`config.mk`:
```
export PLATFORM = sky130hd
export DESIGN_NAME = pipe_chain
export DESIGN_NICKNAME = d
export VERILOG_FILES = /design/src/rtl/pipe_chain_pkg.sv /design/src/rtl/pipe_stage.sv /design/src/rtl/pipe_chain.sv
export SDC_FILE = /design/constraint.sdc
export NUM_CORES = 1
export LEC_CHECK = 0
export ABC_AREA = 1
export CAP_MARGIN = 20
export CORE_ASPECT_RATIO = 1.75
export CORE_MARGIN = 5
export CORE_UTILIZATION = 30
export CTS_BUF_LIST = sky130_fd_sc_hd__clkbuf_4 sky130_fd_sc_hd__clkbuf_8 sky130_fd_sc_hd__clkbuf_16
export CTS_CLUSTER_DIAMETER = 80
export DETAILED_ROUTE_END_ITERATION = 6
export DONT_BUFFER_PORTS = 1
export HOLD_SLACK_MARGIN = 0.12
export PLACE_DENSITY = 0.42
export SETUP_SLACK_MARGIN = 0.05
export SLEW_MARGIN = 40
export SYNTH_ARGS = -nofsm -noshare
export SYNTH_HDL_FRONTEND = slang
export SYNTH_SLANG_ARGS = --single-unit
```
`constraint.sdc`:
```
create_clock -name CLK -period 2.8 [get_ports CLK]
set_clock_uncertainty 0.1 [all_clocks]
set_input_delay 0.28 -clock CLK [delete_from_list [all_inputs] [get_ports CLK]]
set_output_delay 0.28 -clock CLK [all_outputs]
set_load 0.05 [all_outputs]
```
`src/rtl/pipe_chain_pkg.sv`:
```
// Shared types, widths and helpers for the pipe_chain stage fabric.
// Holds the stage record, perf counter width and the occupancy popcount.
package pipe_chain_pkg;

  localparam int DEF_DATA_W = 64;
  localparam int MAX_STAGES = 16;
  localparam int PERF_W     = 32;

  typedef struct packed {
    logic                  valid;
    logic [DEF_DATA_W-1:0] data;
  } stage_t;

  // Sized for the widest legal chain; callers zero-extend their valid vector.
  function automatic logic [4:0] popcount(input logic [MAX_STAGES-1:0] v);
    logic [4:0] n;
    n = '0;
    for (int i = 0; i < MAX_STAGES; i++) begin
      n = n + {4'd0, v[i]};
    end
    return n;
  endfunction

endpackage

```
`src/rtl/pipe_stage.sv`:
```
// One valid+data register of the chain; the register itself is the only latency.
// Holds while the downstream stage is stalled and it is occupied; flush clears only the next valid.
module pipe_stage #(
  parameter int DATA_W = 64
) (
  input  logic              CLK,
  input  logic              nRST,
  input  logic              rdy_in,
  input  logic              flush,
  input  logic              prev_valid,
  input  logic [DATA_W-1:0] prev_data,
  output logic              valid,
  output logic              valid_nxt,
  output logic [DATA_W-1:0] data,
  output logic              rdy_out
);

  logic              valid_q, valid_d;
  logic [DATA_W-1:0] data_q, data_d;

  always_comb begin
    rdy_out = rdy_in | ~valid_q;
    valid_d = valid_q;
    data_d  = data_q;
    if (rdy_out) begin
      valid_d = prev_valid;
      // Bubbles leave the data register untouched.
      if (prev_valid) begin
        data_d = prev_data;
      end
    end
    valid_d = valid_d & ~flush;
  end

  always_ff @(posedge CLK or negedge nRST) begin
    if (!nRST) begin
      valid_q <= 1'b0;
      data_q  <= '0;
    end else begin
      valid_q <= valid_d;
      data_q  <= data_d;
    end
  end

  assign valid     = valid_q;
  assign valid_nxt = valid_d;
  assign data      = data_q;

endmodule

```
`src/rtl/pipe_chain.sv`:
```
// STAGES-deep valid/ready register chain with bubble collapsing, flush mask and occupancy; STAGES cycles latency.
// Ready ripples back combinationally (pass-through ready); PIPE_CHAIN_PERF_EN adds stall/bubble counters.
module pipe_chain
  import pipe_chain_pkg::*;
#(
  parameter int DATA_W = 64,
  parameter int STAGES = 4,
  parameter int CNT_W  = 5
) (
  input  logic              CLK,
  input  logic              nRST,
  input  logic              in_valid,
  output logic              in_ready,
  input  logic [DATA_W-1:0] in_data,
  output logic              out_valid,
  input  logic              out_ready,
  output logic [DATA_W-1:0] out_data,
  input  logic [STAGES-1:0] flush_mask,
`ifdef PIPE_CHAIN_PERF_EN
  input  logic              perf_clr,
  output logic [PERF_W-1:0] stall_cnt,
  output logic [PERF_W-1:0] bubble_cnt,
`endif
  output logic [STAGES-1:0] stage_valid,
  output logic [CNT_W-1:0]  occupancy
);

  logic [STAGES-1:0] v, v_nxt;
  logic [CNT_W-1:0]  occupancy_q, occupancy_d;

  // Per-stage nets live inside the generate scope so the ready ripple is not one looped vector.
  for (genvar i = 0; i < STAGES; i++) begin : g_stage
    logic              rdy_i, rdy_o, pv_i, v_o, vn_o;
    logic [DATA_W-1:0] pd_i, d_o;

    if (i == 0) begin : g_head
      assign pv_i = in_valid;
      assign pd_i = in_data;
    end else begin : g_link
      assign pv_i = g_stage[i-1].v_o;
      assign pd_i = g_stage[i-1].d_o;
    end

    if (i == STAGES - 1) begin : g_tail
      assign rdy_i = out_ready;
    end else begin : g_mid
      assign rdy_i = g_stage[i+1].rdy_o;
    end

    pipe_stage #(.DATA_W(DATA_W)) u_stage (
      .CLK        (CLK),
      .nRST       (nRST),
      .rdy_in     (rdy_i),
      .flush      (flush_mask[i]),
      .prev_valid (pv_i),
      .prev_data  (pd_i),
      .valid      (v_o),
      .valid_nxt  (vn_o),
      .data       (d_o),
      .rdy_out    (rdy_o)
    );

    assign v[i]     = v_o;
    assign v_nxt[i] = vn_o;
  end

  always_comb begin
    occupancy_d = CNT_W'(popcount(MAX_STAGES'(v_nxt)));
  end

  always_ff @(posedge CLK or negedge nRST) begin
    if (!nRST) begin
      occupancy_q <= '0;
    end else begin
      occupancy_q <= occupancy_d;
    end
  end

  assign in_ready    = g_stage[0].rdy_o;
  assign out_valid   = v[STAGES-1];
  assign out_data    = g_stage[STAGES-1].d_o;
  assign stage_valid = v;
  assign occupancy   = occupancy_q;

`ifdef PIPE_CHAIN_PERF_EN
  logic [PERF_W-1:0] stall_cnt_q, stall_cnt_d, bubble_cnt_q, bubble_cnt_d;

  always_comb begin
    stall_cnt_d  = stall_cnt_q + PERF_W'(out_valid & ~out_ready);
    bubble_cnt_d = bubble_cnt_q + PERF_W'(~out_valid & (occupancy_q != '0));
    if (perf_clr) begin
      stall_cnt_d  = '0;
      bubble_cnt_d = '0;
    end
  end

  always_ff @(posedge CLK or negedge nRST) begin
    if (!nRST) begin
      stall_cnt_q  <= '0;
      bubble_cnt_q <= '0;
    end else begin
      stall_cnt_q  <= stall_cnt_d;
      bubble_cnt_q <= bubble_cnt_d;
    end
  end

  assign stall_cnt  = stall_cnt_q;
  assign bubble_cnt = bubble_cnt_q;
`endif

endmodule

```
Word-level counts from Yosys, hierarchy flattened
Index checks and enable logic that the tools add are counted.
- add/sub/neg operators: 3
- mux-type cells: 4
- bitwise gates (word level): 16
- reductions and logical operators: 4
- operators by type and width (cell ; number):
    1-bit inverter ; 8
    2-bit AND reduction ; 4
    3-bit by 1-bit adder with 4-bit output ; 1
    1-bit AND ; 4
    1-bit 2-to-1 mux ; 4
    1-bit bitwise OR ; 4
    2-bit by 1-bit adder with 3-bit output ; 1
    1-bit by 1-bit adder with 2-bit output ; 1
- bits in registers: 264
- input port bits: 72
- output and inout port bits: 75

Longest topological paths before layout
- depth in word-level cells: 10
- depth in mapped cells: 10
- mapped depth without buffers: 9

Modules after synthesis
Synthesis repeated with hierarchy kept, for this count alone.
- cells, all modules: 1146
- area, all modules: 10452.5 um^2
- modules (own cells, without submodules) (module ; instances ; cells each ; area an instance (um^2)):
    pipe_stage ; 4 ; 282 ; 2566.2
    pipe_chain ; 1 ; 18 ; 187.7

Worst setup path before layout
OpenSTA, ideal clock, no wires.
- path type: register to register
- start: register g_stage[3].u_stage.valid_q
- end: register occupancy_q[1], in the netlist occupancy[1]
- data arrival time: 2.381 ns
- data required time: 2.574 ns
- setup slack: 0.193 ns
- stages on the path, launching flop included: 10
- buffers on the path: 1
- period minus slack after synthesis: 2.607 ns
- cells stage by stage: dfrtp_1 inv_1 nor2_4 nand4_2 buf_2 a21o_1 fa_1 inv_1 ha_1 ha_1
- cells in the longest elaborated chain, start to end: 10
- RTL lines (item ; line ; RTL):
    start: declaration ; pipe_stage.sv:18 ; logic valid_q, valid_d;
    start signal: assignment ; pipe_stage.sv:40 ; valid_q <= valid_d;
    1-bit inverter ; pipe_stage.sv:22 ; rdy_out = rdy_in | ~valid_q;
    1-bit bitwise OR (4 in series) ; pipe_stage.sv:22 ;
    1-bit 2-to-1 mux ; pipe_stage.sv:25 ; if (rdy_out) begin
    1-bit AND ; pipe_stage.sv:32 ; valid_d = valid_d & ~flush;
    1-bit by 1-bit adder with 2-bit output ; pipe_chain_pkg.sv:19 ; n = n + {4'd0, v[i]};
    2-bit by 1-bit adder with 3-bit output ; pipe_chain_pkg.sv:19 ;
    3-bit by 1-bit adder with 4-bit output * ; pipe_chain_pkg.sv:19 ;
    named net occupancy_d[1] ; pipe_chain.sv:29 ; logic [CNT_W-1:0] occupancy_q, occupancy_d;
    end signal: assignment ; pipe_chain.sv:75 ; occupancy_q <= occupancy_d;
    end: declaration ; pipe_chain.sv:29 ;
The timed path passes the listed nets; every way through them passes the cells marked *.
A chain may end at the register's enable or synchronous reset.

Final worst setup path
- start: register g_stage[3].u_stage.valid_q
- end: register g_stage[0].u_stage.data_q[30]
- cells in the longest elaborated chain, start to end: 6
- RTL lines (item ; line ; RTL):
    1-bit inverter ; pipe_stage.sv:22 ;
    1-bit bitwise OR (4 in series) ; pipe_stage.sv:22 ;
    2-bit AND reduction (no source line) ; -- ;
    end signal: assignment ; pipe_stage.sv:41 ; data_q <= data_d;
    end: declaration ; pipe_stage.sv:19 ; logic [DATA_W-1:0] data_q, data_d;
Every way passes these cells.

==> metrics.md <==
| Metric | Value |
|---|---|
| Global-route wire length before repair | 41.2 mm |
| GRT overflow | 0 |
| RSZ-0062 raised after global routing | true |
| Layout cells sized above 1 | 5.78% |
| Post-DR vias/cell | 4.33 |
| Routability Congestion | 0.704 |
| M1 WL | 10.5 mm |
| Int Pwr | 6.93 mW |
| Metal3 WL | 1.24 mm |
| Post-synth EDFFs | 0 |
| Top routing layer in use | met4 |
| Worst-Margin Slew | 1.05 ns |
| Number of library cell types mapped by synthesis | 19 |
| Fmax | 0.387 GHz |
| Ports | 147 |
| CTS buffer count | 26 |
| WL per Instance | 14.9 um |
| Gate power share | 9.3% |
| Clock Tree Root | clkbuf_16 |
| Initial antenna violation count | 2 |
| Final Util | 38.9% |
| Largest net degree at the start of global routing | 264 |
| Htree depth | 1 |
| YS warnings | 0 |
| Crit path max fanout | 35 |
| Starting Density | 30.4% |
| Crit path capture type | register |
| Finished Cell Area | 0.0129 mm^2 |
| Rows | 88 |
| Count of final setup violators | 0 |
| Remaining DRCs | 0 |
| CTS tree | built |
| Slew Limit Fails | 0 |
| CTS Hold Bufs | 156 |
| Post-synthesis cell count | 1,067 |
| Syn Std Cell Area | 0.0101 mm^2 |
| Die footprint | 0.0375 mm^2 |
| Post-route ant nets | 0 |
| Clk slew on worst S/H paths | 0.06 ns |
| Vias in the first global route | 7,529 |
| Fill cells | 3,412 |
| Chip width | 149 um |
| Hold Fails Final Rpt | 263 |
| Hold Worst Slack | -0.648 ns |
| Sequential cell area | 0.00659 mm^2 |
| Max clock buf depth | 3 |
| Static Leak | 6.40 nW |
| Startpoint types | register |
| Clk_lat worst skew | 0.53 ns |
| Async SR Flop Fraction | 100% |
| Kind of critical path | register to register |
| 1st-pass router iterations | 5 |
| Metal2 WL | 12.6 mm |
| Area leader, netlist | dfrtp_1 |
| Initial drt markers | 319 |
| Post-CTS Setup Bufs | 0 |
| P per Cell Area | 788 mW/mm^2 |
| Fin crit period | 2.58 ns |
| Nets | 1,269 |
| Sequential power share | 56.2% |
| Sw frac | 31.8% |
| Dpl hpwl | 14.6 mm |
| #FFs+latches synth | 263 |
| Period Utilization, post-route | 92.2% |
| VDD IR max | 403 uV |
| Required time worst endpoint | 3.17 ns |
| Clock sink total | 263 |
| Main synth FF type | dfrtp_1 |
| Area grow syn2layout | 27.8% |
| Count of max-cap constraint violations | 0 |
| Total GRT Usage | 13.5% |
| Net Sw Power | 3.22 mW |
| Seq/Total Area, Yosys | 65.3% |
| DR vias | 7,211 |
| Port bufs | 0 |
| Cells taking the most area after synthesis | dfrtp_1, nand2_1, nand3_1 |
| Failing checks | negative hold slack |
| Post-DP Area | 0.0105 mm^2 |
| Outcome | finished, violations left |
| Max_slew headroom | 29.8% |
| Routed Wire Length | 24.9 mm |
| Synthesized area per cell | 9.45 um^2 |
| Die Ht | 252 um |
| Crit path DAT | 2.95 ns |
| Core area | 0.0331 mm^2 |
| Setup TNS | 0 ns |
| Clock share of power | 34.4% |
| Synth top area share | 65.3% |
| Flop-to-flop setup slack | 0.22 ns |
| Hold Crit Class | primary input to async pin |
| Multi-input logic area | 0.00290 mm^2 |
[worst max-delay path: stages (launching register included)]
cell           delay, ns
dfrtp_1             0.39
inv_1               0.15
nor2_4              0.08
nand4_4             0.06
buf_4               0.39
nand3_1             0.13
dlygate4sd3_1       0.59
nand2_1             0.07
dlygate4sd3_1       0.55
[cell usage after synthesis (2+ instances only)]
cell type    n
dfrtp_1    263
inv_1       72
nand2_2      2
nor2_1      66
nand3_1    129
buf_2       40
nand2_1    322
a21oi_1     67
buf_1        8
clkbuf_1    14
ha_1         2
o21ai_0     64
buf_4       12
[final timing paths]
path,from,to,depth (start not counted)
setup / recovery,g_stage[3].u_stage.valid,g_stage[0].u_stage.data[30],8
hold / removal,nRST,g_stage[0].u_stage.data[3],0
setup reg to reg,g_stage[3].u_stage.valid,g_stage[0].u_stage.data[30],8
hold reg to reg,g_stage[0].u_stage.data[50],g_stage[0].u_stage.data[50],2
max in group asynchronous,nRST,g_stage[0].u_stage.valid,0
min in group CLK,out_ready,g_stage[3].u_stage.data[13],4
[cells in the final DEF (no fill, tap or decap), drive strengths merged]
master | netlist | routed
a21o | 1 | 1
a21oi | 67 | 67
buf | 60 | 16
bufinv | 0 | 1
clkbuf | 14 | 37
clkinv | 0 | 6
clkinvlp | 0 | 2
conb | 1 | 2
dfrtp | 263 | 263
diode | 0 | 2
dlygate4sd3 | 0 | 156
fa | 1 | 1
ha | 2 | 2
inv | 72 | 72
nand2 | 324 | 324
nand3 | 129 | 129
nand4 | 1 | 1
nor2 | 67 | 67
o21ai | 65 | 65
[area by class of cell]
| cell class | count | area share, % |
|---|---|---|
| Antenna cell | 2 | 0.0389 |
| Clock buffer | 37 | 6.07 |
| Clock inverter | 9 | 0.583 |
| Inverter | 72 | 2.10 |
| Multi-Input combinational cell | 659 | 22.5 |
| Sequential cell | 263 | 51.1 |
| Tap cell | 450 | 4.37 |
| Timing Repair Buffer | 172 | 13.2 |
[sequential cells by signal (all words and copies together), names as in the netlist]
signal,count
g_stage.u_stage.data,256
occupancy,3
g_stage.u_stage.valid,4
[metrics by stage]
| stage | instances | hold slack (ns) | power [mW] | worst slack (ns) |
|---|---|---|---|---|
| 3_3_place_gp | 1460 | -0.104 | 6.54 | 0.689 |
| 4_1_cts | 1662 | -0.686 | 10.4 | 0.164 |
| 3_5_place_dp | 1460 | -0.105 | 6.57 | 0.574 |
| 6_report | 1664 | -0.648 | 10.2 | 0.219 |
| 5_1_grt | 1664 | -0.684 | 10.7 | 0.0465 |
| 2_1_floorplan | 1068 | -0.116 | 6.31 | 0.193 |
[logic make-up after synthesis]
| group | count (synthesis) | share of synthesized area (%) |
|---|---|---|
| fa+ha+maj | 3 | 0.447 |
| flops | 263 | 65.3 |
| compound gates | 133 | 6.63 |
| other cells | 1 | 0.0372 |
| buf+inv | 146 | 6.38 |
| simple gates | 521 | 21.2 |
[power groups by stage]
stage | combinational [mW] | sequential (mW) | clock [mW]
2_1_floorplan | 0.655 | 5.66 | 0
3_3_place_gp | 0.748 | 5.79 | 0
3_5_place_dp | 0.773 | 5.80 | 0
4_1_cts | 0.965 | 5.73 | 3.66
5_1_grt | 1.13 | 5.80 | 3.78
6_report | 0.947 | 5.71 | 3.49
[layer usage]
layer,global-route usage [%],up-vias
met5,0,-
met4,4.10,0
met3,2.62,28
met2,23.8,150
met1,16.8,3390
li1,-,3643
[timing repair]
action | CTS | global route
setup endpoints to repair | 0 | 4
hold endpoints to repair | 333 | 263
gates resized for setup | 0 | 1
Power figures use the tool's default switching activity.
